## src/rtl/encoder_4to2.sv

```systemverilog
// Registered 4-to-2 encoder with validity and multi-hot flags.
// Encoding style is selectable: highest-index priority or plain OR encoding.
module encoder_4to2 #(
    parameter int PRIORITY = 1
) (
    input  logic clk,
    input  logic rst,
    input  logic y3,
    input  logic y2,
    input  logic y1,
    input  logic y0,
    output logic a1,
    output logic a0,
    output logic valid,
    output logic multi
);

    logic [3:0] w_y;
    logic [1:0] w_idx;
    logic       w_any;
    logic       w_multi;

    logic [1:0] r_idx;
    logic       r_valid;
    logic       r_multi;

    assign w_y = {y3, y2, y1, y0};

    generate
        if (PRIORITY != 0) begin : g_priority
            always_comb begin
                w_idx = 2'b00;
                if (w_y[3])      w_idx = 2'b11;
                else if (w_y[2]) w_idx = 2'b10;
                else if (w_y[1]) w_idx = 2'b01;
            end
        end else begin : g_or
            // Multi-hot inputs alias onto the OR of their indices.
            assign w_idx = {w_y[3] | w_y[2], w_y[3] | w_y[1]};
        end
    endgenerate

    assign w_any   = |w_y;
    assign w_multi = (w_y[3] & w_y[2]) | (w_y[3] & w_y[1]) | (w_y[3] & w_y[0])
                   | (w_y[2] & w_y[1]) | (w_y[2] & w_y[0]) | (w_y[1] & w_y[0]);

    always_ff @(posedge clk) begin
        if (rst) begin
            r_idx   <= 2'b00;
            r_valid <= 1'b0;
            r_multi <= 1'b0;
        end else begin
            r_idx   <= w_idx;
            r_valid <= w_any;
            r_multi <= w_multi;
        end
    end

    assign a1    = r_idx[1];
    assign a0    = r_idx[0];
    assign valid = r_valid;
    assign multi = r_multi;

endmodule

```

## config.mk

```make
export PLATFORM = sky130hd
export DESIGN_NAME = encoder_4to2
export DESIGN_NICKNAME = d
export VERILOG_FILES = /design/src/rtl/encoder_4to2.sv
export SDC_FILE = /design/constraint.sdc
export NUM_CORES = 1
export LEC_CHECK = 0
export CAP_MARGIN = 20
export CORE_AREA = 4 4 41 43
export CTS_CLUSTER_DIAMETER = 200
export DETAILED_ROUTE_END_ITERATION = 6
export DIE_AREA = 0 0 45 47
export GPL_ROUTABILITY_DRIVEN = 0
export PLACE_DENSITY = 0.3
export SYNTH_ARGS = -nofsm -noshare
export SYNTH_HDL_FRONTEND = slang
export SYNTH_SLANG_ARGS = --single-unit
```

## constraint.sdc

```tcl
create_clock -name clk -period 1.7 [get_ports clk]
set_input_delay 0.425 -clock clk [delete_from_list [all_inputs] [get_ports clk]]
set_output_delay 0.425 -clock clk [all_outputs]
set_load 0.005 [all_outputs]
```

* Word level (Yosys, flattened, before mapping) *
Cells that the tools add are included.

word-level totals
  register bits after elaboration = 4
  input bits = 6
  output and inout bits = 4
  word-level logic and storage cells = 18

cells by class
  multiplexer cells = 3
  bitwise logic cells = 11
  reduce and logical (&&, ||, !) cells = 1

operator list
  kind                number
  bitwise AND 1 bit   6
  bitwise OR 1 bit    5
  2-to-1 mux 2 bit    2
  OR reduction 4 bit  1
  2-to-1 mux 1 bit    1

* Depth between registers and ports, before layout *
  word-level depth = 6
  gate-level depth with buffers = 2
  depth with buffers taken out = 2

* Least setup slack after synthesis *
OpenSTA, ideal clock, no wires.

  path type = input -> register
  from = input y1
  to = register r_valid, in the netlist valid
  setup time = 124 ps
  arrival = 716 ps
  setup slack = 860 ps
  stages on the path = 2
  buffers on the path = 0
  path through = nor3_1 -> a21oi_1

on the way
  word-level cells in the longest chain between the ends = 1

RTL lines
  item                  line  text
  start, declared       10    input logic y1,
  OR reduction 4 bit    43    assign w_any = |w_y;
  end signal, assigned  54    r_valid <= w_any;
  end, declared         24    logic r_valid;

No other way between the ends.
A chain may end at the register's enable or synchronous reset.

* Worst setup path in the final report *
  from = register r_idx[0]
  to = output a0

RTL lines
  item                    line  text
  start, declared         23    logic [1:0] r_idx;
  start signal, assigned  53    r_idx <= w_idx;
  end, declared           13    output logic a0,

No word-level cell between the ends.

==> flow_summary.json <==
{
  "status": "finished clean",
  "p_leak_nw": 0.101,
  "cts_htree_levels": 1,
  "grt_pass1_wl_um": 538,
  "totalNegativeSetupSlack_ns": 0,
  "drv_slew": 0,
  "cts_root_buffer": "clkbuf_4",
  "synth_area_per_cell_sq_um": 9.38,
  "slew_headroom": 0.835,
  "p_clk_frac": 0.445,
  "cp-startpoint": "r_idx[0]",
  "synth.ff_latch_count": 4,
  "pwr-share-seq": 0.408,
  "path_cells": "clkdlybuf4s50_1",
  "fin_area_sq_um": 263,
  "holdCritStartpoint": "rst",
  "synth.distinct_cells": 8,
  "hold_path.class": "in -> reg",
  "initial_core_util": 0.101,
  "cts_tree": "built",
  "period_share": 0.848,
  "drtIter0Drc": 2,
  "crit_family": "buffers and inverters",
  "setup_viol": 0,
  "max_stage_delay_ns": 0.49,
  "synthCells": 14,
  "cts_buffers": 3,
  "io-pin-count": 10,
  "synth_top_cell_by_area": "dfxtp_1",
  "grt.met2_usage": 0.0395,
  "nNetsFinal": 34,
  "area_delta_synth_final_pct": 100,
  "vias": 144,
  "layout_common_cells": "clkdlybuf4s50_1 (9), dfxtp_1 (4), clkbuf_4 (3)",
  "post_cts_buffers": 0,
  "worstSetupStartpointType": "flop",
  "drive_gt1_frac": 0.115,
  "dpl_worst_slack_ns": 0.297,
  "end_kind": "output pin",
  "gr-total-overflow": 0,
  "portBuffers": 9,
  "cap_violations": 0,
  "postLayoutSetupSlackWorst_ns": 0.258,
  "clockBufferDepth": 2,
  "drt-wirelength-per-cell_um": 7.68,
  "grt_pass1_vias": 140,
  "power_density_mw_per_mm2": 956,
  "hold_buffers": 0,
  "grt_busiest_layer": "met4",
  "arrival_ns": 1.02,
  "worst-path-buf-inv": 1,
  "ctsResizeCount": 0,
  "crit_type": "reg -> out",
  "grt_setup_unrepaired": "false",
  "critPathMaxFanout": 1,
  "vdd_drop_max_uv": 133,
  "power.net_switching_w": 0.0000470,
  "vias_per_cell": 3.51,
  "combinationalPowerShare": 0.147,
  "power.total_w": 0.000251,
  "rows": 13,
  "dr.pass1.iters": 2,
  "grt_max_degree": 6,
  "synth_nets": 20,
  "synth_area_sq_um": 131,
  "tightest_slew_ns": 0.246,
  "clk_pin_slew_ns": 0.03,
  "antenna_left": 0,
  "min_period_ns": 1.44,
  "n_antenna_cell": 0,
  "p_int_w": 0.000204,
  "die_w_um": 45,
  "yosysWarnings": 0,
  "swShare": 0.187,
  "whs_ns": 0.815,
  "nFillCells": 152,
  "place_hpwl_um": 268,
  "grt_use_total": 0.0435,
  "die_h_um": 47,
  "core-area_sq_mm": 0.00130,
  "max_freq_mhz": 693,
  "cts_sinks": 4,
  "yosysSeqAreaShare": 0.610,
  "post-route-drc-count": 0,
  "netlist.area_leader.share": 0.610,
  "crit_path_top_delay_cell": "clkdlybuf4s50_1",
  "place_area_sq_um": 240,
  "use_met3": 0.0230,
  "worst_ep_required_time_ns": 1.27,
  "die-area_sq_mm": 0.00212,
  "wl_um": 315,
  "antenna_found_initial": 0,
  "finalHoldViolCount": 0,
  "final_common_cell": "clkdlybuf4s50_1",
  "synthTopCellsByArea": "dfxtp_1 (61%), a21oi_1 (7.6%), nor3_1 (7.6%)",
  "met1_usage": 0.0456
}
==> kinds of logic (layout without fill, tap and decap cells) <==
group,count (synthesis),in the layout,synth area share
AND/OR/NAND/NOR,6,6,0.229
flip-flops,4,4,0.610
AO/OA/AOI/OAI,3,3,0.133
buffers and inverters,1,13,0.0285
==> registers in the layout, summed over array words and instances (netlist names) <==
name,flops
r_idx,2
multi,1
valid,1
==> per-layer routing <==
layer  up-vias  part of all wire  routed length (um)
met5         -                 0                   0
met4         0                 0                   0
met3         0              0.20                  64
met2        10              0.38                 119
met1        59              0.42                 131
li1         75                 -                   -
==> cell usage after synthesis <==
master and instances:
nor3_1 2, a21oi_1 2, inv_1 1, dfxtp_1 4, a211oi_1 1, nor2_1 2
nand2b_1 1, nor4_1 1
==> worst paths after layout <==
| check | slack (ns) | cells past startpoint | endpoint |
|---|---|---|---|
| setup / recovery | 0.26 | 1 | a0 |
| hold / removal | 0.82 | 2 | r_idx[1] |
==> per-stage QoR <==
| stage | utilization | cells |
|---|---|---|
| floorplan | - | 14 |
| global placement | 0.185 | 38 |
| detailed placement | 0.185 | 38 |
| CTS | 0.202 | 41 |
| global route | 0.202 | 41 |
| finish | 0.202 | 41 |
==> cell type report <==
cell class                      count  area, sq um  area share
Clock buffer                        3         22.5      0.0857
Inverter                            1         3.75      0.0143
Timing Repair Buffer                9         90.1       0.343
Tap cell                           15         18.8      0.0714
Sequential cell                     4         80.1       0.305
Multi-Input combinational cell      9         47.5       0.181
==> power by group through the flow <==
stage	logic, W	registers (W)	clock network [W]
5_1_grt	0.0000407	0.000103	0.000121
3_5_place_dp	0.0000374	0.000104	0
6_report	0.0000370	0.000103	0.000112
4_1_cts	0.0000375	0.000103	0.000121
3_3_place_gp	0.0000376	0.000104	0
2_1_floorplan	0.00000693	0.000105	0
Note: power is estimated with default switching activity, not from simulation.
